==> src/rtl/uart_pkg.sv <==
// rtl/uart_pkg.sv - shared UART constants, FSM state encoding and width helper
package uart_pkg;

  localparam int PAR_NONE = 0;
  localparam int PAR_EVEN = 1;
  localparam int PAR_ODD  = 2;

  typedef enum logic [2:0] {
    ST_IDLE,
    ST_START,
    ST_DATA,
    ST_PARITY,
    ST_STOP
  } tx_state_e;

  // Number of bits needed to hold values 0..value-1
  function automatic int clog2(input int value);
    int result;
    result = 0;
    for (int i = 0; i < 31; i++) begin
      if ((1 << i) < value) begin
        result = i + 1;
      end
    end
    return result;
  endfunction

endpackage

==> src/rtl/uart_baud_gen.sv <==
// rtl/uart_baud_gen.sv - bit-period counter with a tick on the last cycle of each period
module uart_baud_gen
  import uart_pkg::*;
#(
  parameter int CLKS_PER_BIT = 434
) (
  input  logic clk,
  input  logic rst_n,
  input  logic clear,
  output logic tick
);

  localparam int CNT_W = clog2(CLKS_PER_BIT);
  localparam logic [CNT_W-1:0] CNT_LAST = CNT_W'(CLKS_PER_BIT - 1);

  logic [CNT_W-1:0] cnt_q;
  logic [CNT_W-1:0] cnt_d;

  // Wrap at the end of each period; clear restarts phase at a new frame
  always_comb begin
    cnt_d = cnt_q + 1'b1;
    if (clear || (cnt_q == CNT_LAST)) begin
      cnt_d = '0;
    end
  end

  // Counter register
  always_ff @(posedge clk or negedge rst_n) begin
    if (!rst_n) begin
      cnt_q <= '0;
    end else begin
      cnt_q <= cnt_d;
    end
  end

  assign tick = (cnt_q == CNT_LAST);

endmodule

==> src/rtl/uart_tx_cfg.sv <==
// rtl/uart_tx_cfg.sv - configurable UART transmitter (width, parity, stop bits, bit period)
module uart_tx_cfg
  import uart_pkg::*;
#(
  parameter int DATA_BITS    = 8,
  parameter int CLKS_PER_BIT = 434,
  parameter int PARITY       = 0,
  parameter int STOP_BITS    = 1
) (
  input  logic                 clk,
  input  logic                 rst_n,
  input  logic                 start,
  input  logic [DATA_BITS-1:0] data,
  output logic                 txd,
  output logic                 busy,
  output logic                 done
);

  if ((CLKS_PER_BIT < 2) || (PARITY < PAR_NONE) || (PARITY > PAR_ODD) ||
      !((STOP_BITS == 1) || (STOP_BITS == 2)) ||
      (DATA_BITS < 5) || (DATA_BITS > 9)) begin : g_bad_params
    $error("uart_tx_cfg: illegal parameter combination");
  end

  // Bit counter indexes data bits and, reused, stop bits
  localparam int BIT_W = clog2(DATA_BITS);
  localparam logic [BIT_W-1:0] LAST_BIT  = BIT_W'(DATA_BITS - 1);
  localparam logic [BIT_W-1:0] LAST_STOP = BIT_W'(STOP_BITS - 1);

  tx_state_e            state_q;
  logic [DATA_BITS-1:0] shift_q;
  logic [BIT_W-1:0]     bit_cnt_q;
  logic                 txd_q;
  logic                 busy_q;
  logic                 par_q;
  logic                 accept;
  logic                 tick;

  assign accept = start && !busy_q;

  uart_baud_gen #(
    .CLKS_PER_BIT(CLKS_PER_BIT)
  ) u_baud (
    .clk  (clk),
    .rst_n(rst_n),
    .clear(accept),
    .tick (tick)
  );

  // Frame sequencer; txd and busy are registered so the line never glitches
  always_ff @(posedge clk or negedge rst_n) begin
    if (!rst_n) begin
      state_q   <= ST_IDLE;
      shift_q   <= '0;
      bit_cnt_q <= '0;
      txd_q     <= 1'b1;
      busy_q    <= 1'b0;
      par_q     <= 1'b0;
    end else begin
      case (state_q)
        ST_IDLE: begin
          txd_q <= 1'b1;
          if (accept) begin
            state_q   <= ST_START;
            shift_q   <= data;
            bit_cnt_q <= '0;
            busy_q    <= 1'b1;
            txd_q     <= 1'b0;
          end
        end
        ST_START: begin
          if (tick) begin
            state_q   <= ST_DATA;
            txd_q     <= shift_q[0];
            par_q     <= ^shift_q;
            bit_cnt_q <= '0;
          end
        end
        ST_DATA: begin
          if (tick) begin
            if (bit_cnt_q == LAST_BIT) begin
              bit_cnt_q <= '0;
              if (PARITY != PAR_NONE) begin
                state_q <= ST_PARITY;
                txd_q   <= (PARITY == PAR_ODD) ? ~par_q : par_q;
              end else begin
                state_q <= ST_STOP;
                txd_q   <= 1'b1;
              end
            end else begin
              bit_cnt_q <= bit_cnt_q + 1'b1;
              shift_q   <= shift_q >> 1;
              txd_q     <= shift_q[1];
            end
          end
        end
        ST_PARITY: begin
          if (tick) begin
            state_q   <= ST_STOP;
            txd_q     <= 1'b1;
            bit_cnt_q <= '0;
          end
        end
        ST_STOP: begin
          if (tick) begin
            if (bit_cnt_q == LAST_STOP) begin
              state_q <= ST_IDLE;
              busy_q  <= 1'b0;
              txd_q   <= 1'b1;
            end else begin
              bit_cnt_q <= bit_cnt_q + 1'b1;
            end
          end
        end
        default: begin
          state_q <= ST_IDLE;
          busy_q  <= 1'b0;
          txd_q   <= 1'b1;
        end
      endcase
    end
  end

  assign txd  = txd_q;
  assign busy = busy_q;
  // Decoded from registers only: final stop bit, last cycle of its period
  assign done = (state_q == ST_STOP) && (bit_cnt_q == LAST_STOP) && tick;

endmodule

==> config.mk <==
export PLATFORM = sky130hd
export DESIGN_NAME = uart_tx_cfg
export DESIGN_NICKNAME = d
export VERILOG_FILES = /design/src/rtl/uart_pkg.sv /design/src/rtl/uart_baud_gen.sv /design/src/rtl/uart_tx_cfg.sv
export SDC_FILE = /design/constraint.sdc
export NUM_CORES = 1
export LEC_CHECK = 0
export CAP_MARGIN = 20
export CORE_ASPECT_RATIO = 0.8
export CORE_MARGIN = 4
export CORE_UTILIZATION = 26
export CTS_BUF_LIST = sky130_fd_sc_hd__clkbuf_4 sky130_fd_sc_hd__clkbuf_8
export CTS_CLUSTER_DIAMETER = 200
export DETAILED_ROUTE_END_ITERATION = 8
export DONT_BUFFER_PORTS = 1
export SLEW_MARGIN = 20
export SYNTH_ARGS = -nofsm -noshare
export SYNTH_HDL_FRONTEND = slang
export SYNTH_HIERARCHICAL = 1
export SYNTH_SLANG_ARGS = --single-unit
==> constraint.sdc <==
create_clock -name clk -period 2.5 [get_ports clk]
set_clock_uncertainty 0.15 [all_clocks]
set_input_delay 0.25 -clock clk [delete_from_list [all_inputs] [get_ports clk]]
set_output_delay 0.25 -clock clk [all_outputs]
set_load 0.05 [all_outputs]
==> results.toml, run 1 <==
[place]
routabilityCongestion = 0.797
portBuffers = 0
placed_area_um2 = 1520
dp_cells = 203
place_ws_ns = 0.258
hpwl_um = 2000

[grt]
top_usage_layer = "met2"
overflow = 0
antenna_found_initial = 0
met3_usage_pct = 2.97
grt_util_met1_pct = 11.0
grt_pass1_wl_um = 4530
grt_max_degree = 26
grt_use_total_pct = 8.40
first_global_vias = 950
use_met2_pct = 13.6

[yosys]
ys.flop_type = "dfrtp_1"
synth_top_cell_by_area = "dfrtp_1"
synth-edff-count = 0
syn_area_um2 = 1410
ys_seq_area_share_pct = 44.6
yosysMostFrequentCell = "dfrtp_1"
syn-num-nets = 155
synth_cell_types = 40
syn_area_per_cell_um2 = 10.1
ys_warn_count = 6
synthArstFlopShare_pct = 100
yosysTopAreaCellShare_pct = 42.7
synth_area_leaders = "dfrtp_1 43%, mux2i_1 7.1%, ha_1 4.5%"
postSynthCellCount = 139
yosys-top-cells-count = "24 x dfrtp_1, 14 x nor2_1, 11 x a21oi_1"
synth_seq_cells = 25

[cts]
cts_root_buf = "clkbuf_8"
clk_path_buf_depth = 2
clk_pin_slew_ns = 0.08
clock_sinks = 25
htreeDepth = 1
clock_latency_ns = 0.26
cts_tree = "yes"
cts_inserted_buffers = 3

[worst_setup_path]
criticalPathCategory = "reg -> out"
cp_max_fo = 6
cp.required_ns = 2.10
cp-start-kind = "flop"
worstPathArrival_ns = 2.02
cpPeakStageDelay_ns = 0.45
critPathSlowestCell = "dfrtp_2"
endpoint_kind = "primary output"
crit_chain = "or3_4, nor3_4, buf_4, and3b_1, and3_4, buf_12"

[sta]
setup_ws_ns = 0.0810
max_slew_margin_pct = 66.3
hold_ws_ns = 0.00657
fin_crit_ns = 2.42
worstMarginPinSlew_ns = 0.505
final-max-slew-violation-count = 0
setup_viol = 0
fmax_mhz = 413
finalCritPeriodShare_pct = 96.8
hold_viol_final = 0

[floorplanning]
initial_utilization_pct = 27.4
rows = 23
pin_count = 14
fp.dieH_um = 73.8
core_area_um2 = 5120
die_area_um2 = 6650
fp.dieW_um = 90.2

[pwr]
p_leak_uw = 0.000646
p_per_area_nw_per_um2 = 450
p_total_uw = 740
ir_worst_vdd_mv = 0.170

[final_layout]
diodes = 0
nNetsFinal = 168
area_delta_synth_final_pct = 17.0
fin_area_um2 = 1640
final.fill_count = 515
finalNonFillerCells = 213
layout-drive-gt1-share_pct = 20.5

[detailed_routing]
routedWlPerCell_um = 12.5
wl_um = 2670
ant_nets = 0
first_iter_violations = 52
drtPass1Iterations = 4
drcViolationCount = 0
viasPerCell = 4.66
vias = 992

[status]
status = "finished, final reports clean"

[min_path]
hp-class = "in -> reg"

[flow_run]
drv_cap = 0
==> cell usage in the layout, fill, tap and decap left out, types with 2 or more instances in the layout <==
master	count
dfrtp_1	23
nor2_1	14
a21oi_1	11
mux2i_1	10
inv_1	9
buf_4	9
o21ai_0	6
nand2_1	6
nand3_1	6
ha_1	5
nand2b_1	4
nand3b_1	4
mux2_2	3
clkbuf_8	3
a31oi_1	3
nor2b_1	2
a21oi_2	2
buf_12	2
or3_1	2
xor2_1	2
==> metrics by stage <==
step           utilization, %  setup TNS (ns)
2_1_floorplan               -               0
3_3_place_gp             29.6               0
3_5_place_dp             29.6               0
4_1_cts                  31.2               0
5_1_grt                  32.1        -0.00492
6_report                 32.1               0
==> report_power, final <==
group / leakage (uW) / switching (uW) / internal, uW
Clock: 0.0000262 / 121 / 125
Sequential: 0.000306 / 14.8 / 419
Combinational: 0.000314 / 31.5 / 28.9
==> metal layers <==
metal,part of all wire (%),wire (um)
met1,50,1350
met2,46,1220
met3,3.4,90
met4,0.30,8
met5,0,0
==> repair_timing <==
| item | in CTS | in global routing |
|---|---|---|
| hold endpoints to repair | 25 | 0 |
| resized for setup | 1 | 4 |
| hold buffers | 2 | 0 |
| setup endpoints to repair | 1 | 1 |
| buffers inserted | 0 | 4 |
| pin swaps | 0 | 2 |
==> final cells by class <==
class | count | area (um^2) | area share, %
inverters | 9 | 33.8 | 2.05
clock buffers | 4 | 48.8 | 2.97
well taps | 62 | 77.6 | 4.72
multi-input cells | 101 | 738 | 44.9
repair buffers | 12 | 118 | 7.15
flip-flops and latches | 25 | 628 | 38.2
==> path summary, 6_finish.rpt <==
| kind | from | endpoint | slack, ns | depth (start not counted) |
|---|---|---|---|---|
| min | data[7] | shift_q[7] | 0.007 | 2 |
| min in group asynchronous | rst_n | bit_cnt_q[1] | 0.25 | 2 |
| min reg2reg | shift_q[4] | shift_q[4] | 0.38 | 2 |
| max | u_baud/cnt_q[2] | done | 0.08 | 6 |
| max reg2reg | u_baud/cnt_q[2] | txd | 0.33 | 7 |
| max in group asynchronous | rst_n | txd | 1.73 | 2 |
==> critical path, delay by kind of cell (launching register included) <==
family | cells | cell delay, ns
and+or+nand+nor | 4 | 1.00
DFF | 1 | 0.45
buffers and inverters | 2 | 0.29
==> flip-flops by register name, indices dropped and copies added, names as in the netlist <==
register / cells
shift_q: 8
state_q: 3
busy: 1
txd: 1
u_baud/cnt_q: 9
bit_cnt_q: 3
==> logic make-up (layout without fill, tap and decap cells) <==
kind of cell	after synthesis	in the layout	share of synthesized area [%]
buffers and inverters	13	25	4.18
AND/OR/NAND/NOR	51	51	20.4
XOR/XNOR	3	3	1.87
flip-flops	25	25	44.6
adder cells (fa/ha/maj)	5	5	4.45
multiplexers	13	13	9.53
AO/OA/AOI/OAI	29	29	15.0
Power figures use the tool's default switching activity.
==> run 2, diff against run 1 <==
clock period = 2.2 ns   (was 2.5 ns; I/O delays follow)
==> run 2 against run 1 <==
Final cell count grew 3.3%. Largest power group unchanged. Total power rose by 15%. Critical endpoint unchanged. Global-route usage increased by 0.39 points. Largest cell class unchanged.
==> results.toml, run 2 (synthesis gave the netlist of run 1 again) <==
[pwr]
p_per_area_nw_per_um2 = 498
p_leak_uw = 0.000685
swShare_pct = 23.4
p_total_uw = 855
ir_worst_vdd_mv = 0.200
power_frac_comb_pct = 8.6
switchingPower_uw = 200
p_clk_share_pct = 33.9
p_seq_share_pct = 57.5
p_int_uw = 654

[floorplanning]
fp.dieH_um = 73.8
fp.dieW_um = 90.2
die_area_um2 = 6650
initial_utilization_pct = 27.4
rows = 23
core_area_um2 = 5120
pin_count = 14

[detailed_routing]
viasPerCell = 4.75
drcViolationCount = 0
top_layer = "met4"
drtPass1Iterations = 4
ant_nets = 0
first_iter_violations = 25
wl_met3_um = 99
routedWlPerCell_um = 12.0
wl_met1_um = 1340
vias = 1045
wl_um = 2650
wl_met2_um = 1170

[worst_setup_path]
cp-start-kind = "flop"
criticalPathCategory = "reg -> out"
cp.required_ns = 1.83
cp_max_fo = 2
r2r_start = "u_baud/cnt_q[0]"
r2r_cells = 8
r2r_end = "txd"
crit_chain = "or3_4, nor3_4, and3b_2, and3_4, buf_12"
critPathSlowestCell = "or3_4"
rrSetupSlack_ns = 0.17
endpoint_kind = "primary output"
worstPathArrival_ns = 1.74
cpPeakStageDelay_ns = 0.40

[flow_run]
drv_cap = 0

[cts]
cts_root_buf = "clkbuf_8"
clk_pin_slew_ns = 0.09
clock_latency_ns = 0.27
clock_sinks = 25
htreeDepth = 1
cts_inserted_buffers = 3
cts_tree = "yes"
clk_path_buf_depth = 2

[status]
status = "finished, final reports clean"

[grt]
antenna_found_initial = 0
grt_pass1_wl_um = 4590
grt_max_degree = 26
first_global_vias = 963
grt_use_total_pct = 8.79
overflow = 0

[sta]
worstMarginPinSlew_ns = 0.486
setup_viol = 0
fmax_mhz = 474
hold_viol_final = 0
rsz0062_at_grt = "false"
fin_setup_tns_ns = 0
final-max-slew-violation-count = 0
fin_crit_ns = 2.11
max_slew_margin_pct = 67.6
finalCritPeriodShare_pct = 95.9

[min_path]
worstHoldPathCells = 2
hold-path-endpoint = "shift_q[3]"
hp-class = "in -> reg"
min_from = "data[3]"

[place]
portBuffers = 0
hpwl_um = 1940
routabilityCongestion = 0.751

[final_layout]
diodes = 0
top_register = "u_baud/cnt_q"
largest_reg_flops = 9
final_cell_mix = "24 x dfrtp_1, 14 x nor2_1, 12 x buf_4, 11 x a21oi_1, 10 x mux2i_1"
final_common_cell = "dfrtp_1"
nNetsFinal = 175
largestRegisters = "u_baud/cnt_q: 9 flops, shift_q: 8 flops"
layout-drive-gt1-share_pct = 22.2
final_core_util_pct = 33.5
area_delta_synth_final_pct = 22.2
## run 2: final cells by class
type,count,area [um^2]
inverter,9,33.8
multi-input combinational,101,739
clock buffer,4,48.8
sequential,25,627
fill,524,3410
timing repair buffer,19,190
tap,62,77.6
## run 2: power groups by stage
stage | registers (uW) | clock network [uW] | logic (uW)
5_1_grt | 494 | 326 | 84.8
4_1_cts | 491 | 305 | 73.6
6_report | 491 | 289 | 73.8
3_3_place_gp | 500 | 0 | 52.2
3_5_place_dp | 500 | 0 | 53.2
2_1_floorplan | 498 | 0 | 39.8
## run 2: routing by layer
metal  vias up  global-route usage [%]
met2        16                    13.6
met5         -                       0
met1       493                    11.1
met3         5                    3.38
li1        531                       -
met4         0                    3.57
## run 2: critical path: cells and delay by family, from the launching register on
family / cells / cell delay, ns
buffers and inverters: 1 / 0.13
DFF: 1 / 0.39
and+or+nand+nor: 4 / 0.95
## run 2: worst max path at each step
stage | slack [ns] | startpoint | endpoint
final | 0.09 | u_baud/cnt_q[3] | done
after global routing | 0.008 | u_baud/cnt_q[1] | done
after CTS | 0.01 | u_baud/cnt_q[3] | done
after detailed placement | 0.15 | u_baud/cnt_q[6] | txd
after global placement | 0.21 | u_baud/cnt_q[6] | done
after floorplan | 0.08 | u_baud/cnt_q[2] | done
## run 2: what timing repair did
item / in CTS / in global routing
setup buffers: 2 / 1
hold buffers: 4 / 1
pin swaps: 3 / 2
setup endpoints to repair: 1 / 1
hold endpoints to repair: 27 / 1
gates resized for setup: 2 / 2
## run 2: stage by stage
| stage | setup WS, ns | hold slack, ns | cell area, um^2 | instances |
|---|---|---|---|---|
| finish | 0.0911 | 0.00443 | 1720 | 220 |
| global route | 0.00778 | 0.00294 | 1720 | 220 |
| CTS | 0.00988 | 0.00201 | 1700 | 218 |
| detailed placement | 0.146 | -0.225 | 1570 | 208 |
| global placement | 0.207 | -0.225 | 1570 | 208 |
| floorplan | 0.0763 | -0.226 | 1410 | 139 |
==> run 3, diff against run 2 <==
==> constraint.sdc (replaced) <==
create_clock -name clk -period 2.2 [get_ports clk]
set_clock_uncertainty 0.15 [all_clocks]
set_input_delay 0.44 -clock clk [delete_from_list [all_inputs] [get_ports clk]]
set_output_delay 0.44 -clock clk [all_outputs]
set_load 0.05 [all_outputs]
==> run 3 against run 2 <==
The flow now finishes with violations (setup timing). Design area shrank 2.2%. Final cell count shrank 1.4%. Hold slack better by 0.18 ns. Total power shrank 2.0%. First-iteration DRC count is 72% higher. Utilization decreased by 0.73 points. Flip-flop and latch count is the same. Die area unchanged. Clock power decreased by 6.9%.
==> results.toml, run 3 (synthesis gave the netlist of run 1 again) <==
[detailed_routing]
drcViolationCount = 0
ant_nets = 0
routedWlPerCell_um = 12.4
first_iter_violations = 43
wl_um = 2700
drtPass1Iterations = 3
vias = 1023
viasPerCell = 4.71

[final_layout]
largestRegisters = "u_baud/cnt_q: 9 flops, shift_q: 8 flops"
finalNonFillerCells = 217
diodes = 0
area_delta_synth_final_pct = 19.5
largest_reg_flops = 9
final_common_cell = "dfrtp_1"
final_cell_mix = "24 x dfrtp_1, 14 x nor2_1, 13 x buf_4, 11 x a21oi_1, 10 x mux2i_1"
fin_area_um2 = 1680
layout-drive-gt1-share_pct = 24.5
nNetsFinal = 172
final_core_util_pct = 32.8
top_register = "u_baud/cnt_q"

[pwr]
p_seq_share_pct = 58.5
p_per_area_nw_per_um2 = 499
swShare_pct = 23.5
p_leak_uw = 0.000667
p_int_uw = 640
ir_worst_vdd_mv = 0.270
power_frac_comb_pct = 9.4
p_clk_share_pct = 32.1
switchingPower_uw = 197

[place]
portBuffers = 0
dp_cells = 208
routabilityCongestion = 0.755
placed_area_um2 = 1560
place_ws_ns = 0.162
hpwl_um = 1970

[floorplanning]
die_area_um2 = 6650
fp.dieH_um = 73.8
rows = 23
pin_count = 14
fp.dieW_um = 90.2
core_area_um2 = 5120
initial_utilization_pct = 27.4

[sta]
hold_viol_final = 0
hold_ws_ns = 0.184
finalCritPeriodShare_pct = 103
fin_crit_ns = 2.26
rsz0062_at_grt = "true"
max_slew_margin_pct = 73.3
setup_viol = 1
worstMarginPinSlew_ns = 0.401
final-max-slew-violation-count = 0
fmax_mhz = 442
setup_ws_ns = -0.0615

[grt]
antenna_found_initial = 0
grt_max_degree = 26
overflow = 0
grt_use_total_pct = 9.25
first_global_vias = 1036
grt_pass1_wl_um = 4950

[cts]
clk_pin_slew_ns = 0.09
clock_latency_ns = 0.27
cts_inserted_buffers = 3
cts_root_buf = "clkbuf_8"
clock_sinks = 25
clk_path_buf_depth = 2
cts_tree = "yes"
htreeDepth = 1

[worst_setup_path]
criticalPathCategory = "reg -> out"
cp_max_fo = 3
crit_chain = "or3_4, nor3_4, and3b_2, and3_4"
endpoint_kind = "primary output"
worstPathArrival_ns = 1.67
cp.required_ns = 1.61
cp-start-kind = "flop"
critPathSlowestCell = "or3_4"
cpPeakStageDelay_ns = 0.40

[min_path]
hp-class = "in -> reg"

[flow_run]
drv_cap = 0

[status]
status = "finished with violations"
violations = "setup timing"
[run 3: cell type report]
cell class / instances / area [um^2]
multi-input cells: 101 / 747
inverters: 9 / 33.8
well taps: 62 / 77.6
repair buffers: 16 / 148
clock buffers: 3 / 41.3
fillers: 523 / 3440
clock inverters: 1 / 5.00
flip-flops and latches: 25 / 627
[run 3: worst max-delay path: cells and delay by family (launching register included)]
family / cells / cell delay [ns]
DFF: 1 / 0.38
and+or+nand+nor: 4 / 1.02
[run 3: timing repair]
action,CTS,global route
setup buffers,3,0
hold buffers,2,0
endpoints found under the hold margin,25,0
gates resized for setup,2,4
setup endpoints to repair,1,1
pin swaps,2,1
[run 3: path summary, 6_finish.rpt]
kind                       slack, ns          to             from  cells past startpoint
max in group asynchronous       1.22         txd            rst_n                      2
setup reg to reg                0.22  shift_q[6]     bit_cnt_q[0]                      7
setup / recovery               -0.06        done  u_baud/cnt_q[2]                      4
min in group asynchronous       0.46        busy            rst_n                      2
hold reg to reg                 0.38  shift_q[2]       shift_q[2]                      2
hold / removal                  0.18  shift_q[7]          data[7]                      2
[run 3: per-stage QoR]
stage | setup TNS, ns | total power [uW]
after floorplan | 0 | 538
after global placement | 0 | 552
after detailed placement | 0 | 553
after CTS | -0.0860 | 853
after global routing | -0.150 | 893
final | -0.0615 | 837
[run 3: routing by layer]
layer  part of all wire [%]  global-route usage (%)  routed length (um)
met5                      0                       0                   0
met4                   0.15                    1.53                   4
met3                    2.8                    2.66                  76
met2                     45                    15.0                1220
met1                     52                    12.6                1400
[run 3: power groups by stage]
stage          clock [uW]  combinational (uW)  sequential, uW
6_report              269                78.5             490
5_1_grt               310                89.4             493
4_1_cts               286                78.2             489
3_5_place_dp            0                53.2             500
3_3_place_gp            0                51.9             500
2_1_floorplan           0                39.8             498
